[src/rtl/board_port_arbiter_pkg.sv]
// rtl/board_port_arbiter_pkg.sv - shared types and constants for the board read-port arbiter
package board_port_arbiter_pkg;

  localparam int LOG_MAX_ADDR = 16;
  localparam int WORD_SIZE    = 32;
  localparam int READ_LATENCY = 2;

  typedef enum logic {
    OWNER_RENDER = 1'b0,
    OWNER_UPDATE = 1'b1
  } arb_owner_t;

  typedef enum logic [1:0] {
    IDLE      = 2'd0,
    STEP      = 2'd1,
    WAIT_SWAP = 2'd2
  } sched_state_t;

  // One in-flight read: whether it is real and who gets the returned word.
  typedef struct packed {
    logic       valid;
    arb_owner_t owner;
  } read_tag_t;

  function automatic read_tag_t make_tag(input logic render_gnt, input logic update_gnt);
    read_tag_t t;
    t.valid = render_gnt | update_gnt;
    t.owner = render_gnt ? OWNER_RENDER : OWNER_UPDATE;
    return t;
  endfunction

endpackage

[src/rtl/board_port_arbiter_if.sv]
// rtl/board_port_arbiter_if.sv - shared board read port: requesters, grants, returns and BRAM side
interface board_port_arbiter_if import board_port_arbiter_pkg::*; #(
  parameter int ADDR_W = LOG_MAX_ADDR,
  parameter int DATA_W = WORD_SIZE
);
  logic              render_req_in;
  logic [ADDR_W-1:0] render_addr_in;
  logic              render_grant_out;
  logic [DATA_W-1:0] render_data_out;
  logic              render_valid_out;

  logic              update_req_in;
  logic [ADDR_W-1:0] update_addr_in;
  logic              update_grant_out;
  logic [DATA_W-1:0] update_data_out;
  logic              update_valid_out;

  logic [ADDR_W-1:0] mem_addr_out;
  logic [DATA_W-1:0] mem_data_in;

  // Arbiter side.
  modport slave (
    input  render_req_in, render_addr_in, update_req_in, update_addr_in, mem_data_in,
    output render_grant_out, render_data_out, render_valid_out,
    output update_grant_out, update_data_out, update_valid_out, mem_addr_out
  );

  // Requesters plus BRAM side.
  modport master (
    output render_req_in, render_addr_in, update_req_in, update_addr_in, mem_data_in,
    input  render_grant_out, render_data_out, render_valid_out,
    input  update_grant_out, update_data_out, update_valid_out, mem_addr_out
  );
endinterface

[src/rtl/board_port_arbiter_read_tag_pipe.sv]
// rtl/board_port_arbiter_read_tag_pipe.sv - {valid, owner} delay line matching the BRAM read latency
module board_port_arbiter_read_tag_pipe import board_port_arbiter_pkg::*; #(
  parameter int DEPTH = READ_LATENCY + 1
) (
  input  logic      clk_in,
  input  logic      rst_n_in,
  input  read_tag_t tag_in,
  output read_tag_t tag_out
);

  read_tag_t [DEPTH-1:0] stage;

  // Shift one tag per cycle; reset flushes every in-flight read.
  always_ff @(posedge clk_in or negedge rst_n_in) begin
    if (!rst_n_in) begin
      stage <= '0;
    end else begin
      stage <= {stage[DEPTH-2:0], tag_in};
    end
  end

  assign tag_out = stage[DEPTH-1];

endmodule

[src/rtl/board_port_arbiter.sv]
// rtl/board_port_arbiter.sv - board BRAM read-port sharing and generation/frame sequencing
module board_port_arbiter #(
  parameter int LOG_MAX_ADDR = board_port_arbiter_pkg::LOG_MAX_ADDR,
  parameter int WORD_SIZE    = board_port_arbiter_pkg::WORD_SIZE,
  parameter int READ_LATENCY = board_port_arbiter_pkg::READ_LATENCY,
  parameter int OVR_W        = 8
) (
  input  logic             clk_in,
  input  logic             rst_n_in,
  input  logic             frame_start_in,
  input  logic             run_in,
  input  logic             step_once_in,
  input  logic             step_done_in,
  output logic             step_start_out,
  output logic             buf_sel_out,
  output logic             busy_out,
  output logic [OVR_W-1:0] overrun_out,
  board_port_arbiter_if.slave port
);
  import board_port_arbiter_pkg::*;

  sched_state_t          state;
  logic                  render_grant;
  logic                  update_grant;
  logic [LOG_MAX_ADDR-1:0] mem_addr_q;
  logic [WORD_SIZE-1:0]  rd_data;
  read_tag_t             tag_out;
  logic                  step_once_pending;
  logic                  pending_next;
  logic                  want_step;

  // Renderer always wins; the update engine only reads while a generation is being computed.
  assign render_grant = port.render_req_in;
  assign update_grant = port.update_req_in & ~port.render_req_in & (state == STEP);

  assign port.render_grant_out = render_grant;
  assign port.update_grant_out = update_grant;
  assign port.mem_addr_out     = mem_addr_q;

  // Register the granted address; with no grant the port idles on the last address.
  always_ff @(posedge clk_in or negedge rst_n_in) begin
    if (!rst_n_in) begin
      mem_addr_q <= '0;
    end else if (render_grant) begin
      mem_addr_q <= port.render_addr_in;
    end else if (update_grant) begin
      mem_addr_q <= port.update_addr_in;
    end
  end

  board_port_arbiter_read_tag_pipe #(
    .DEPTH(READ_LATENCY + 1)
  ) u_tag_pipe (
    .clk_in  (clk_in),
    .rst_n_in(rst_n_in),
    .tag_in  (make_tag(render_grant, update_grant)),
    .tag_out (tag_out)
  );

  // Both consumers see the raw BRAM word; only the valid flag says whose it is.
  assign rd_data               = port.mem_data_in;
  assign port.render_data_out  = rd_data;
  assign port.update_data_out  = rd_data;
  assign port.render_valid_out = tag_out.valid & (tag_out.owner == OWNER_RENDER);
  assign port.update_valid_out = tag_out.valid & (tag_out.owner == OWNER_UPDATE);

  // A single-step request is only meaningful while paused; it waits for the next frame.
  assign pending_next = step_once_pending | (step_once_in & ~run_in);
  assign want_step    = run_in | pending_next;

  // Generation sequencer: the displayed buffer flips only at frame start after a finished step.
  always_ff @(posedge clk_in or negedge rst_n_in) begin
    if (!rst_n_in) begin
      state             <= IDLE;
      step_start_out    <= 1'b0;
      buf_sel_out       <= 1'b0;
      busy_out          <= 1'b0;
      overrun_out       <= '0;
      step_once_pending <= 1'b0;
    end else begin
      step_start_out    <= 1'b0;
      step_once_pending <= pending_next;
      case (state)
        IDLE: begin
          if (frame_start_in && want_step) begin
            state             <= STEP;
            busy_out          <= 1'b1;
            step_start_out    <= 1'b1;
            step_once_pending <= 1'b0;
          end
        end
        STEP: begin
          if (step_done_in) begin
            if (frame_start_in) begin
              buf_sel_out <= ~buf_sel_out;
              if (want_step) begin
                step_start_out    <= 1'b1;
                step_once_pending <= 1'b0;
              end else begin
                state    <= IDLE;
                busy_out <= 1'b0;
              end
            end else begin
              state <= WAIT_SWAP;
            end
          end else if (frame_start_in && (overrun_out != '1)) begin
            overrun_out <= overrun_out + 1'b1;
          end
        end
        WAIT_SWAP: begin
          if (frame_start_in) begin
            buf_sel_out <= ~buf_sel_out;
            if (want_step) begin
              state             <= STEP;
              step_start_out    <= 1'b1;
              step_once_pending <= 1'b0;
            end else begin
              state    <= IDLE;
              busy_out <= 1'b0;
            end
          end
        end
        default: begin
          state    <= IDLE;
          busy_out <= 1'b0;
        end
      endcase
    end
  end

endmodule

[src/flat_wrapper.sv]
// flat-port wrapper written by rule: the top's interface ports become plain ports
module board_port_arbiter_flat import board_port_arbiter_pkg::*;
#(
  parameter int LOG_MAX_ADDR = board_port_arbiter_pkg::LOG_MAX_ADDR,
  parameter int WORD_SIZE    = board_port_arbiter_pkg::WORD_SIZE,
  parameter int READ_LATENCY = board_port_arbiter_pkg::READ_LATENCY,
  parameter int OVR_W        = 8
)
  (clk_in, rst_n_in, frame_start_in, run_in, step_once_in, step_done_in, step_start_out, buf_sel_out, busy_out, overrun_out, port_render_req_in, port_render_addr_in, port_update_req_in, port_update_addr_in, port_mem_data_in, port_render_grant_out, port_render_data_out, port_render_valid_out, port_update_grant_out, port_update_data_out, port_update_valid_out, port_mem_addr_out);
  board_port_arbiter_if #(.ADDR_W((LOG_MAX_ADDR)), .DATA_W((WORD_SIZE))) port_i ();
  input  logic clk_in;
  input  logic rst_n_in;
  input  logic frame_start_in;
  input  logic run_in;
  input  logic step_once_in;
  input  logic step_done_in;
  output logic step_start_out;
  output logic buf_sel_out;
  output logic busy_out;
  output logic [OVR_W-1:0] overrun_out;
  input wire logic [$bits(port_i.render_req_in)-1:0] port_render_req_in;
  input wire logic [$bits(port_i.render_addr_in)-1:0] port_render_addr_in;
  input wire logic [$bits(port_i.update_req_in)-1:0] port_update_req_in;
  input wire logic [$bits(port_i.update_addr_in)-1:0] port_update_addr_in;
  input wire logic [$bits(port_i.mem_data_in)-1:0] port_mem_data_in;
  output wire logic [$bits(port_i.render_grant_out)-1:0] port_render_grant_out;
  output wire logic [$bits(port_i.render_data_out)-1:0] port_render_data_out;
  output wire logic [$bits(port_i.render_valid_out)-1:0] port_render_valid_out;
  output wire logic [$bits(port_i.update_grant_out)-1:0] port_update_grant_out;
  output wire logic [$bits(port_i.update_data_out)-1:0] port_update_data_out;
  output wire logic [$bits(port_i.update_valid_out)-1:0] port_update_valid_out;
  output wire logic [$bits(port_i.mem_addr_out)-1:0] port_mem_addr_out;
  assign port_i.render_req_in = port_render_req_in;
  assign port_i.render_addr_in = port_render_addr_in;
  assign port_i.update_req_in = port_update_req_in;
  assign port_i.update_addr_in = port_update_addr_in;
  assign port_i.mem_data_in = port_mem_data_in;
  assign port_render_grant_out = port_i.render_grant_out;
  assign port_render_data_out = port_i.render_data_out;
  assign port_render_valid_out = port_i.render_valid_out;
  assign port_update_grant_out = port_i.update_grant_out;
  assign port_update_data_out = port_i.update_data_out;
  assign port_update_valid_out = port_i.update_valid_out;
  assign port_mem_addr_out = port_i.mem_addr_out;
  board_port_arbiter #(.LOG_MAX_ADDR(LOG_MAX_ADDR), .WORD_SIZE(WORD_SIZE), .READ_LATENCY(READ_LATENCY), .OVR_W(OVR_W)) u_core (.clk_in(clk_in), .rst_n_in(rst_n_in), .frame_start_in(frame_start_in), .run_in(run_in), .step_once_in(step_once_in), .step_done_in(step_done_in), .step_start_out(step_start_out), .buf_sel_out(buf_sel_out), .busy_out(busy_out), .overrun_out(overrun_out), .port(port_i));
endmodule
[config.mk]
export PLATFORM = sky130hd
export DESIGN_NAME = board_port_arbiter_flat
export DESIGN_NICKNAME = d
export VERILOG_FILES = /design/src/rtl/board_port_arbiter_pkg.sv /design/src/rtl/board_port_arbiter_if.sv /design/src/rtl/board_port_arbiter_read_tag_pipe.sv /design/src/rtl/board_port_arbiter.sv /design/src/flat_wrapper.sv
export SDC_FILE = /design/constraint.sdc
export NUM_CORES = 1
export LEC_CHECK = 0
export CORE_UTILIZATION = 38
export CTS_CLUSTER_DIAMETER = 40
export DETAILED_ROUTE_END_ITERATION = 10
export DONT_BUFFER_PORTS = 1
export SLEW_MARGIN = 10
export SYNTH_ARGS = -nofsm -noshare
export SYNTH_HDL_FRONTEND = slang
export SYNTH_HIERARCHICAL = 1
export SYNTH_SLANG_ARGS = --single-unit
[constraint.sdc]
create_clock -name clk_in -period 4.1 [get_ports clk_in]
set_input_delay 0.82 -clock clk_in [delete_from_list [all_inputs] [get_ports clk_in]]
set_output_delay 0.82 -clock clk_in [all_outputs]
set_load 0.005 [all_outputs]
# Yosys cells after proc, flatten, opt, wreduce, memory -nomap -nowiden

Cells that the tools add are included.

Register bits after elaboration: 36
Output and inout bits: 95

$add $sub $neg: 1
Eq/ne operators: 7
Mux-type cells: 28
Bitwise operators: 13
Reductions and logical operators: 9

Operator list:

| operator                                      | count |
|---|---|
| two-way mux 16 bit                            | 2 |
| two-way mux 1 bit                             | 16 |
| two-way mux 2 bit                             | 5 |
| case mux 1 bit (3 select lines)               | 3 |
| adder 8 x 1 -> 8 bit, second input constant   | 1 |
| != test 8 bit, second input constant          | 1 |
| case mux 2 bit (3 select lines)               | 1 |
| AND 1 bit                                     | 5 |
| NOT 1 bit                                     | 5 |
| != test 2 bit, second input constant          | 2 |
| AND reduction 2 bit                           | 2 |
| AND reduction 4 bit                           | 1 |
| nonzero test 2 bit                            | 2 |
| != test 3 bit, second input constant          | 1 |
| bitwise OR 1 bit                              | 3 |
| AND reduction 3 bit                           | 1 |
| == test 2 x 1 -> 1 bit, second input constant | 1 |
| == test 2 bit, second input constant          | 1 |
| logical AND 1 bit                             | 2 |
| logical NOT 2 bit                             | 1 |
| != test 2 x 1 -> 1 bit, second input constant | 1 |
| case mux 1 bit (2 select lines)               | 1 |

# Logic depth before layout (Yosys ltp)

Depth after elaboration: 8
Depth in mapped cells: 6
Gate-level depth less buffers: 6

# Cells and area by module

The synthesis kept the hierarchy.

Modules (own cells, without submodules):

| module                           | instances | cells an instance | area an instance (µm²) | seq. area each (µm²) |
|---|---|---|---|---|
| board_port_arbiter               | 1         | 209               | 1995.7                 | 750.7 |
| board_port_arbiter_read_tag_pipe | 1         | 8                 | 165.2                  | 150.1 |

# Worst setup path before layout

Ideal clock, no wire load.

Kind: input to output
Start point: in port_render_req_in
End point: out port_update_grant_out
Data arrival time: 1544 ps
Required time: 3280 ps
Setup slack: 1736 ps
Cell stages on the path: 4
Path buffers: 2
Cells stage by stage: buf_2 > buf_2 > inv_1 > and3_1

Longest elaborated chain between the ends: 3

Ends and longest elaborated chain:

| item                   | line                     | RTL |
|---|---|---|
| start, declared        | flat_wrapper.sv:21       | `input wire logic [$bits(port_i.render_req_in)-1:0] port_render_req_in;` |
| NOT 1 bit              | board_port_arbiter.sv:34 | `assign update_grant = port.update_req_in & ~port.render_req_in & (state == STEP);` |
| AND 1 bit (2 in a row) | board_port_arbiter.sv:34 |  |
| end, declared          | flat_wrapper.sv:29       | `output wire logic [$bits(port_i.update_grant_out)-1:0] port_update_grant_out;` |

Every way passes these cells.

# Worst setup path after layout

Start point: reg u_core.state[1]
End point: out port_update_grant_out

Longest elaborated chain between the ends: 2

Ends and longest elaborated chain:

| item                   | line                      | RTL |
|---|---|---|
| start, declared        | board_port_arbiter.sv:22  | `sched_state_t state;` |
| start signal, assigned | board_port_arbiter.sv:74  | `state <= IDLE;` |
| start signal, assigned | board_port_arbiter.sv:86  | `state <= STEP;` |
| start signal, assigned | board_port_arbiter.sv:100 | `state <= IDLE;` |
| == test 2 x 1 -> 1 bit | board_port_arbiter.sv:34  |  |
| AND 1 bit              | board_port_arbiter.sv:34  |  |

Every way passes these cells.

==> impl_results.md <==
- Status: finished clean
- Antenna diode count: 0
- Final Util: ~33%
- HP Class: input port to asynchronous set/reset pin
- H-tree depth: 2
- Switching share of total power: roughly a third
- Initial detailed-routing violation count: 29
- Fraction of registers with async set/reset: 100%
- Top cell type by total area after synthesis: dfrtp_1
- Overall routing resource usage: roughly an eighth
- Routed WL per cell: 15.4 um
- Detailed placer's ending HPWL: approximately 2600 um
- Most frequent cells in the layout: 36 x dfrtp_1, 23 x nand2_1, 16 x mux2i_1, 16 x o21ai_0, 7 x xnor2_1
- Max-slew violations: 0
- 1st-pass router iterations: 4
- Final TNS setup: 0 ns
- I/O pins: 167
- Setup violators final: 0
- Pwr/cell area: 582 mW/mm^2
- Post-Place Cells: between 200 and 250
- Fillers: 572
- Peak supply drop: 0.000343 V
- Worst R2R Setup Slack: approximately 2.1 ns
- YS warnings: 6
- Worst path arrival time: between 1 and 1.5 ns
- Worst Setup Start Kind: register
- Slew HR: 55.7%
- Pleak: 0.819 nW
- Period utilisation layout: a little over half
- Fin. Hold Viols: 0
- Final worst setup slack: 1.90 ns
- Num CTS Buffers: 5
- Simple-gate share of the synthesized area: 9.73%
- Yosys top cell area share: 41.7%
- Measured slew at the worst slew-check pin: 0.662 ns
- Reg power frac: between 50% and 60%
- Vias in the first global route: 1079
- # DRC: 0
- Main combinational cell family by area after synthesis: buffers and inverters
- Synthesized-area fraction occupied by adder cells: 2.90%
- DR vias: around 1100
- Num rows: 27
- Footprint of the multi-input gates: 724 um^2
- Growth of design area from synthesis to finish: -15.3%
- Post-Synthesis Cell Area: 0.00216 mm^2
- Vias/cell: about 4.8
- DIE WIDTH: 77.4 um
- Routability cong.: 0.714
- WL final: 3470 um
- Largest net degree at the start of global routing: 37
- Logic pwr share: about a quarter
- Switch Pwr: 353 uW
- Dpl ws: about 2 ns
- Mux contribution to synthesized area: 8.45%
- Antenna viol nets, final: 0
- Crit path buf inv count: 1
- Worst-path clk slew: 0.07 ns
- Setup bufs post-CTS: 0
- Unique masters post-synth: 34
- Fin nets: 229
- CTS tree: built
- WP data required: 3.28 ns
- Slowest-stage cell, CP: dfrtp_1
- Clock share of power: about a quarter
- Core area: 0.00551 mm^2
- Total power: between 1 and 1.5 mW
- Finished Layout Cells: 225
- DP Area: ~0.0017 mm^2
- Cts repair resizes: 0
- Worst Setup End Kind: output pin
- Initial antenna violation count: 0
- Internal Power: 712 uW
- Post-Route Skew: between 0.003 and 0.004 ns
- EDFF count, synth: 0
- Synthesized Nets: 294
- #FFs+latches synth: 36
- Top cell family by delay on the critical path: flip-flops
- First-pass GRT wire length: 5570 um
- Max Root-Sink Buffers: 2
- Design Area, Final: 0.00183 mm^2
- Worst path depth: 3
- Maximum fanout along the worst path: 7
- Insertion delay of the later-clocked pin in the worst-skew pair: 0.28 ns
- Hold Buf Count CTS: 0
- Post-synthesis compound-gate area fraction: 8.69%
- Largest cells by area after synthesis: dfrtp_1 42%, buf_4 23%, mux2i_1 7.4%
- Max-capacitance violation count: 0
- Initial Util: 39.2%
- Seq/Total Area, Yosys: between 40% and 50%
- Clock sink count: 36
- Total grt overflow: 0
- CTS root buf: clkbuf_8
- Die area: 0.00599 mm^2
- Final hold slack: about 0.22 ns
- Commonest non-fill, non-tap cell in the layout: dfrtp_1
- Layout cells sized above 1: 9.80%
- FF/Latch Area: 901 um^2
- Critical path class: register to output pin
- Largest stage delay, worst path: 0.41 ns
- Main synth FF type: dfrtp_1
- Post-Synth XOR/XNOR Area: between 3 and 4%
- Cells on worst reg2reg path: 5
- Synthesized instance count: approximately 220
- IO Port Bufs: 0
- Fin crit period: around 2.2 ns
- Max Fclk: between 0.4 and 0.5 GHz
- Cell Chain, Critical Path: inv_1, ha_1, and3_1
- Die height: 77.4 um
- Syn avg cell area: around 10 um^2
- RSZ-0062 raised after global routing: false
state kept, by name (all words and copies together), names as in the netlist:
signal                     cells
u_core/state                   2
u_core/u_tag_pipe/stage        4
u_core/u_tag_pipe/tag_out      2
u_core/buf_sel_out             1
u_core/step_once_pending       1
u_core/port.mem_addr_out      16
u_core/overrun_out             8
u_core/step_start_out          1
u_core/busy_out                1
final timing paths:
check | from | to
worst max-delay path | u_core/state[1]$_DFFE_PN0P_ | port_update_grant_out
worst min-delay path | rst_n_in | u_core/overrun_out[1]$_DFFE_PN0P_
worst max register to register | u_core/state[1]$_DFFE_PN0P_ | u_core/overrun_out[1]$_DFFE_PN0P_
worst min register to register | u_core/u_tag_pipe/stage[1]$_DFF_PN0_ | u_core/u_tag_pipe/stage[3]$_DFF_PN0_
max in group asynchronous | rst_n_in | u_core/port.mem_addr_out[10]$_DFFE_PN0P_
min in group clk_in | u_core/u_tag_pipe/stage[1]$_DFF_PN0_ | u_core/u_tag_pipe/stage[3]$_DFF_PN0_
layer usage:
layer	up-vias	GRT usage, %	share of wire [%]
met4	0	6.42	2.1
met2	83	19.0	48
met3	9	5.53	12
li1	522	-	-
met5	-	0	0
met1	477	14.1	38
worst reg2reg max path, delay by kind of cell (launching register included):
kind | cells | cell delay, ns
compound gates | 1 | 0.47
fa+ha+maj | 1 | 0.36
buf+inv | 1 | 0.09
flops | 1 | 0.41
mux | 1 | 0.38
simple gates | 1 | 0.18
cell usage after synthesis (all sizes together) (4+ instances only):
cell   number
xnor2       7
and3        4
ha          5
mux2i      16
o21ai      16
nand2      23
buf        69
dfrtp      36
inv         6
area by class of cell:
| type | instances | share of cell area, % |
|---|---|---|
| inverter | 6 | 1.23 |
| clock buffer | 6 | 4.51 |
| tap | 72 | 4.92 |
| clock inverter | 2 | 0.547 |
| multi-input combinational | 103 | 39.6 |
| sequential | 36 | 49.2 |
power groups by stage:
stage	Sequential, mW	Clock [mW]	Combinational (mW)
floorplan	0.520	0	0.287
global placement	0.541	0	0.271
detailed placement	0.542	0	0.275
CTS	0.536	0.272	0.274
global route	0.549	0.286	0.318
finish	0.533	0.259	0.273
cell families after synthesis:
logic type / count (synthesis)
adders and majority gates: 5
xor gates and xnor gates: 8
AOI/OAI and AO/OA: 28
DFF: 36
buffers and inverters: 78
and+or+nand+nor: 44
muxes: 18
No activity file was read; power rests on OpenSTA's default activity.
